<file path="src/rtl/nibble_nor_seq_pkg.sv">
// Shared types and constants for the nibble-serial NOR sequencer.
package nibble_nor_seq_pkg;

  localparam int unsigned NIB_W = 4;

  typedef enum logic [1:0] {
    IDLE = 2'd0,
    RUN  = 2'd1,
    DONE = 2'd2
  } state_e;

endpackage

</file>
<file path="src/rtl/nibble_nor_seq_if.sv">
// Operand/result valid-ready bundle between the datapath and nibble_nor_seq.
interface nibble_nor_seq_if #(
  parameter int unsigned WIDTH = 16
);

  logic             in_valid;
  logic             in_ready;
  logic [WIDTH-1:0] in_a;
  logic [WIDTH-1:0] in_b;
  logic             out_valid;
  logic             out_ready;
  logic [WIDTH-1:0] out_y;

  modport master (
    output in_valid, in_a, in_b, out_ready,
    input  in_ready, out_valid, out_y
  );

  modport slave (
    input  in_valid, in_a, in_b, out_ready,
    output in_ready, out_valid, out_y
  );

endinterface

</file>
<file path="src/rtl/nibble_shreg.sv">
// WIDTH-bit register with parallel load and nibble right-shift inserting at the MSB end.
module nibble_shreg
  import nibble_nor_seq_pkg::*;
#(
  parameter int unsigned WIDTH = 16
) (
  input  logic             clk,
  input  logic             rst,
  input  logic             load_en,
  input  logic             shift_en,
  input  logic [WIDTH-1:0] load_val,
  input  logic [NIB_W-1:0] ins,
  output logic [WIDTH-1:0] q
);

  logic [WIDTH-1:0] q_q;
  logic [WIDTH-1:0] q_d;

  // Load wins over shift; both are never requested together by the sequencer.
  always_comb begin
    q_d = q_q;
    if (load_en) begin
      q_d = load_val;
    end else if (shift_en) begin
      q_d = {ins, q_q[WIDTH-1:NIB_W]};
    end
  end

  always_ff @(posedge clk) begin
    if (rst) begin
      q_q <= '0;
    end else begin
      q_q <= q_d;
    end
  end

  assign q = q_q;

endmodule

</file>
<file path="src/rtl/nibble_nor_seq.sv">
// Serialises a WIDTH-bit operand pair through an external 4-bit NOR slice and reassembles the result.
// Optional NIBBLE_NOR_SEQ_ZERO_FLAG_EN adds the out_zero result flag.
module nibble_nor_seq
  import nibble_nor_seq_pkg::*;
#(
  parameter int unsigned WIDTH = 16
) (
  input  logic             clk,
  input  logic             rst,
  nibble_nor_seq_if.slave  bus,
  output logic [NIB_W-1:0] nib_a,
  output logic [NIB_W-1:0] nib_b,
  input  logic [NIB_W-1:0] nib_y,
  output logic             busy
`ifdef NIBBLE_NOR_SEQ_ZERO_FLAG_EN
  ,
  output logic             out_zero
`endif
);

  localparam int unsigned NIBBLES = WIDTH / NIB_W;
  localparam int unsigned IDX_W   = (NIBBLES > 1) ? $clog2(NIBBLES) : 1;
  localparam logic [IDX_W-1:0] LAST_IDX = IDX_W'(NIBBLES - 1);

  state_e           state_q, state_d;
  logic [IDX_W-1:0] idx_q, idx_d;
  logic             in_ready_q, in_ready_d;
  logic             out_valid_q, out_valid_d;
  logic             busy_q, busy_d;
  logic             accept_c;
  logic             load_c;
  logic             shift_c;
  logic [WIDTH-1:0] opa;
  logic [WIDTH-1:0] opb;
  logic [WIDTH-1:0] res;
  logic             op_hi_unused;
`ifdef NIBBLE_NOR_SEQ_ZERO_FLAG_EN
  logic             zero_q, zero_d;
  logic [WIDTH-1:0] res_nxt_c;
`endif

  assign accept_c = bus.in_valid & in_ready_q;

  // Operands shift in zeros, so their low nibble is already 0 whenever RUN is not active.
  nibble_shreg #(.WIDTH(WIDTH)) u_opa (
    .clk      (clk),
    .rst      (rst),
    .load_en  (load_c),
    .shift_en (shift_c),
    .load_val (bus.in_a),
    .ins      ({NIB_W{1'b0}}),
    .q        (opa)
  );

  nibble_shreg #(.WIDTH(WIDTH)) u_opb (
    .clk      (clk),
    .rst      (rst),
    .load_en  (load_c),
    .shift_en (shift_c),
    .load_val (bus.in_b),
    .ins      ({NIB_W{1'b0}}),
    .q        (opb)
  );

  nibble_shreg #(.WIDTH(WIDTH)) u_res (
    .clk      (clk),
    .rst      (rst),
    .load_en  (1'b0),
    .shift_en (shift_c),
    .load_val ({WIDTH{1'b0}}),
    .ins      (nib_y),
    .q        (res)
  );

  assign op_hi_unused = ^{opa[WIDTH-1:NIB_W], opb[WIDTH-1:NIB_W]};

  // State register
  always_ff @(posedge clk) begin
    if (rst) begin
      state_q <= IDLE;
    end else begin
      state_q <= state_d;
    end
  end

  // Next-state logic
  always_comb begin
    state_d = state_q;
    case (state_q)
      IDLE:    if (accept_c) state_d = RUN;
      RUN:     if (idx_q == LAST_IDX) state_d = DONE;
      DONE:    if (bus.out_ready) state_d = IDLE;
      default: state_d = IDLE;
    endcase
  end

  // Datapath control and next values of the registered outputs
  always_comb begin
    load_c      = 1'b0;
    shift_c     = 1'b0;
    idx_d       = idx_q;
    in_ready_d  = (state_d == IDLE);
    out_valid_d = (state_d == DONE);
    busy_d      = (state_d != IDLE);
`ifdef NIBBLE_NOR_SEQ_ZERO_FLAG_EN
    res_nxt_c   = {nib_y, res[WIDTH-1:NIB_W]};
    zero_d      = zero_q;
`endif
    case (state_q)
      IDLE: begin
        if (accept_c) begin
          load_c = 1'b1;
          idx_d  = '0;
        end
      end
      RUN: begin
        shift_c = 1'b1;
        if (idx_q != LAST_IDX) begin
          idx_d = idx_q + IDX_W'(1);
        end
`ifdef NIBBLE_NOR_SEQ_ZERO_FLAG_EN
        if (idx_q == LAST_IDX) begin
          zero_d = (res_nxt_c == '0);
        end
`endif
      end
      default: ;
    endcase
  end

  always_ff @(posedge clk) begin
    if (rst) begin
      idx_q       <= '0;
      in_ready_q  <= 1'b1;
      out_valid_q <= 1'b0;
      busy_q      <= 1'b0;
`ifdef NIBBLE_NOR_SEQ_ZERO_FLAG_EN
      zero_q      <= 1'b0;
`endif
    end else begin
      idx_q       <= idx_d;
      in_ready_q  <= in_ready_d;
      out_valid_q <= out_valid_d;
      busy_q      <= busy_d;
`ifdef NIBBLE_NOR_SEQ_ZERO_FLAG_EN
      zero_q      <= zero_d;
`endif
    end
  end

  assign nib_a         = opa[NIB_W-1:0];
  assign nib_b         = opb[NIB_W-1:0];
  assign busy          = busy_q;
  assign bus.in_ready  = in_ready_q;
  assign bus.out_valid = out_valid_q;
  assign bus.out_y     = res;
`ifdef NIBBLE_NOR_SEQ_ZERO_FLAG_EN
  assign out_zero      = zero_q;
`endif

endmodule

</file>
<file path="src/flat_wrapper.sv">
// flat-port wrapper written by rule: the top's interface ports become plain ports
module nibble_nor_seq_flat import nibble_nor_seq_pkg::*;
#(
  parameter int unsigned WIDTH = 16
)
  (clk, rst, nib_a, nib_b, nib_y, busy, bus_in_valid, bus_in_a, bus_in_b, bus_out_ready, bus_in_ready, bus_out_valid, bus_out_y);
  nibble_nor_seq_if #(.WIDTH(WIDTH)) bus_i ();
  input  logic clk;
  input  logic rst;
  output logic [NIB_W-1:0] nib_a;
  output logic [NIB_W-1:0] nib_b;
  input  logic [NIB_W-1:0] nib_y;
  output logic busy;
  input wire logic [$bits(bus_i.in_valid)-1:0] bus_in_valid;
  input wire logic [$bits(bus_i.in_a)-1:0] bus_in_a;
  input wire logic [$bits(bus_i.in_b)-1:0] bus_in_b;
  input wire logic [$bits(bus_i.out_ready)-1:0] bus_out_ready;
  output wire logic [$bits(bus_i.in_ready)-1:0] bus_in_ready;
  output wire logic [$bits(bus_i.out_valid)-1:0] bus_out_valid;
  output wire logic [$bits(bus_i.out_y)-1:0] bus_out_y;
  assign bus_i.in_valid = bus_in_valid;
  assign bus_i.in_a = bus_in_a;
  assign bus_i.in_b = bus_in_b;
  assign bus_i.out_ready = bus_out_ready;
  assign bus_in_ready = bus_i.in_ready;
  assign bus_out_valid = bus_i.out_valid;
  assign bus_out_y = bus_i.out_y;
  nibble_nor_seq #(.WIDTH(WIDTH)) u_core (.clk(clk), .rst(rst), .bus(bus_i), .nib_a(nib_a), .nib_b(nib_b), .nib_y(nib_y), .busy(busy));
endmodule
</file>
<file path="config.mk">
export PLATFORM = sky130hd
export DESIGN_NAME = nibble_nor_seq_flat
export DESIGN_NICKNAME = d
export VERILOG_FILES = /design/src/rtl/nibble_nor_seq_pkg.sv /design/src/rtl/nibble_nor_seq_if.sv /design/src/rtl/nibble_shreg.sv /design/src/rtl/nibble_nor_seq.sv /design/src/flat_wrapper.sv
export SDC_FILE = /design/constraint.sdc
export NUM_CORES = 1
export LEC_CHECK = 0
export ABC_AREA = 1
export CAP_MARGIN = 20
export CORE_MARGIN = 2
export CORE_UTILIZATION = 45
export DETAILED_ROUTE_END_ITERATION = 7
export PLACE_DENSITY = 0.73
export REMOVE_ABC_BUFFERS = 1
export SYNTH_ARGS = -nofsm -noshare
export SYNTH_HDL_FRONTEND = slang
export SYNTH_HIERARCHICAL = 1
export SYNTH_SLANG_ARGS = --single-unit
export TNS_END_PERCENT = 100
</file>
<file path="constraint.sdc">
create_clock -name clk -period 1.5 [get_ports clk]
set_clock_uncertainty 0.15 [all_clocks]
set_input_delay 0.45 -clock clk [delete_from_list [all_inputs] [get_ports clk]]
set_output_delay 0.45 -clock clk [all_outputs]
set_load 0.02 [all_outputs]
</file>
==> impl_results.md <==
* Port Buffers at 66
* Compound-cell area share of the yosys netlist at 8.45%
* Vias in the first global route at 2,711
* Post-synth EDFFs at 0
* Hold/Removal Path Class: reg2reg
* RSZ-0062 raised after global routing: yes
* Reg-to-Reg Start: u_core/state_q[1]$_SDFF_PP0_
* Peak VDD IR at 0.575 mV
* DP HPWL at 4440 µm
* Post-synth top area cell: dfxtp_1
* Layout cells sized above 1 at 22.7%
* First-pass GRT wire length at 11,500 µm
* Design Power at 3.87 mW
* Post-synthesis cell area at 0.00292 mm²
* P&R area growth vs syn at 41.3%
* Max incr delay on CP at 360 ps
* Post-synthesis mux area share at 0%
* Critical path depth at 1
* Synth Warn # at 6
* Worst path slowest cell: dfxtp_1
* Minimum clock period at 1440 ps
* Main synth FF type: dfxtp_1
* Router iterations before antenna repair at 4
* Inserted Diodes at 0
* Die ar. at 0.00714 mm²
* Ports at 67
* Crit Path Max Fanout at 3
* Worst skew pair latency at 300 ps
* Number of synthesized register bits at 55
* Clk buf depth at 2
* CTS tree: done
* # rows at 29
* Worst-path cell chain: buf_2
* Max-slew violations at 0
* WL/cell at 10.8 µm
* Outcome: complete, no violations
* Synth Area in XOR/XNOR at 0%
* Fill cell count at 588
* Count of cell types in the netlist at 19
* CP arrival at 840 ps
* Die width at 84.5 µm
* Worst-path clk slew at 100 ps
* Grt ovf at 0
* Placed Instances at 613
* Setup CP Type: reg2out
* Final Non-Filler Cells at 636
* Tcrit/Tclk final at 96.1%
* Post-synth ARST share at 0%
* Die Y at 84.5 µm
* CP Capture Type: output pin
* Worst hold slack at 323 ps
* CTS Buf Count at 5
* Initial Util at 46.2%
* Reg2reg end: u_core/u_res/q[4]$_SDFFE_PP0P_
* Core Footprint at 0.00631 mm²
* Final Cell Area at 0.00412 mm²
* Largest net degree at the start of global routing at 38
* Crit path to: bus_out_y[12]
* DRT iter0 DRCs at 122
* Root Driver: clkbuf_8
* Number of nets in the layout at 599
* Simple-gate share of the synthesized area at 38.3%
* Post-synthesis adder-cell area fraction at 0.429%
* Max-Cap Viols at 0
* Vias at 2,888
* Yosys top cell area share at 37.8%
* Sink Count at 55
* Leak at 2.10 nW
* Pwr/cell area at 939 mW/mm²
* Final hold vios at 0
* CP required at 900 ps
* Worst reg2reg setup slack at 70 ps
* H-tree levels at 2
* Kind of cell adding the most delay to the critical path: flip-flops
* Register area share after synthesis at 37.8%
* Global Route Usage Sum at 19.2%
* Cells after Synth at 437
* Residual DRC count at 0
* Reg2Reg Depth at 7
* Antenna-violating nets left at 0
* Mean Syn Cell Area at 6.67 µm²
* DP Area at 0.00385 mm²
* Largest cells by area after synthesis: dfxtp_1, nand2_1, inv_1, nand3_1, a21oi_2
* Buf/Inv on CP at 1
* Largest family of logic cells by synthesized area: simple AND/OR/NAND/NOR gates
* Initial antenna violation count at 0
* Final setup violation count at 0
* CP startpoint kind: register
* Routed WL at 6840 µm
* Routability congestion estimate at 0.776
* Vias per cell at 4.54
* Fmax at 0.694 GHz
* Worst setup startpoint: u_core/u_res/q[12]$_SDFFE_PP0P_
* Worst Hold Depth at 2
[flip-flops by register name (all words and copies together), names as in the netlist]
| signal | count |
|---|---|
| u_core/u_opa/q | 16 |
| u_core/busy | 1 |
| u_core/state_q | 2 |
| u_core/bus.in_ready | 1 |
| u_core/bus.out_valid | 1 |
| u_core/idx_q | 2 |
| u_core/u_res/q | 16 |
| u_core/u_opb/q | 16 |
[power by group]
group,leakage [nW],total (mW),switching (mW),internal (mW)
Combinational,1.59,1.30,0.684,0.613
Sequential,0.455,1.68,0.0755,1.61
Clock,0.0515,0.887,0.465,0.423
[routing by layer]
metal	vias up	track usage, %	wire, µm
met3	4	3.15	357
met4	0	5.05	60
met1	1260	22.8	2980
met5	-	0	0
met2	79	35.8	3440
li1	1545	-	-
[cell usage after synthesis (2+ instances only)]
library cell	number
buf_6	9
inv_2	4
nor2_1	8
buf_4	3
nand3_1	44
a21oi_2	23
dfxtp_1	55
a21oi_1	9
nor2_8	3
buf_2	6
inv_1	59
nand2_1	204
buf_8	3
nand2_2	2
[layout by cell type, fill, tap and decap left out, drive strengths merged]
master / synthesis / routed
clkbuf: 0 / 9
inv: 63 / 63
clkdlybuf4s50: 0 / 37
nor2: 12 / 15
ha: 1 / 1
a21oi: 32 / 32
dfxtp: 55 / 55
buf: 21 / 69
nand3b: 1 / 1
nand3: 45 / 45
clkdlybuf4s15: 0 / 1
conb: 1 / 25
nand2: 206 / 206
[area by class of cell]
class | count | area [µm²] | area share, %
multi-input cells | 325 | 1540 | 37.4
flip-flops and latches | 55 | 1100 | 26.8
repair buffers | 108 | 1030 | 25.0
well taps | 77 | 96.3 | 2.34
clock buffers | 8 | 100 | 2.43
inverters | 63 | 251 | 6.10
[worst min path at each step]
stage / start / to / slack [ps]
finish: u_core/u_opb/q[9]$_SDFFE_PP0P_ / u_core/u_opb/q[9]$_SDFFE_PP0P_ / 320
global route: u_core/u_opb/q[9]$_SDFFE_PP0P_ / u_core/u_opb/q[9]$_SDFFE_PP0P_ / 340
CTS: u_core/u_opb/q[9]$_SDFFE_PP0P_ / u_core/u_opb/q[9]$_SDFFE_PP0P_ / 320
detailed placement: u_core/u_opb/q[9]$_SDFFE_PP0P_ / u_core/u_opb/q[9]$_SDFFE_PP0P_ / 310
global placement: u_core/u_opb/q[9]$_SDFFE_PP0P_ / u_core/u_opb/q[9]$_SDFFE_PP0P_ / 300
floorplan: u_core/u_opa/q[8]$_SDFFE_PP0P_ / u_core/u_opa/q[8]$_SDFFE_PP0P_ / 290
[what timing repair did]
| action | CTS | global route |
|---|---|---|
| hold buffers | 0 | 0 |
| hold endpoints to repair | 0 | 0 |
| pin swaps | 9 | 13 |
| gates resized for setup | 120 | 16 |
| buffers inserted | 5 | 4 |
| cloned | 5 | 2 |
| endpoints found under the setup margin | 59 | 30 |
[kinds of logic after synthesis]
| family | Yosys count |
|---|---|
| AOI/OAI and AO/OA | 32 |
| buffers and inverters | 84 |
| DFF | 55 |
| and+or+nand+nor | 264 |
| other | 1 |
| adders and majority gates | 1 |
[stage by stage]
step	utilization (%)	worst slack, ps	setup TNS [ps]
global placement	60.9	-486	-15260
floorplan	-	-668	-24860
detailed placement	60.9	-483	-15390
CTS	63.5	20.7	0
global route	65.3	-17.7	-110
finish	65.3	59.1	0
Note: power is estimated with default switching activity, not from simulation.
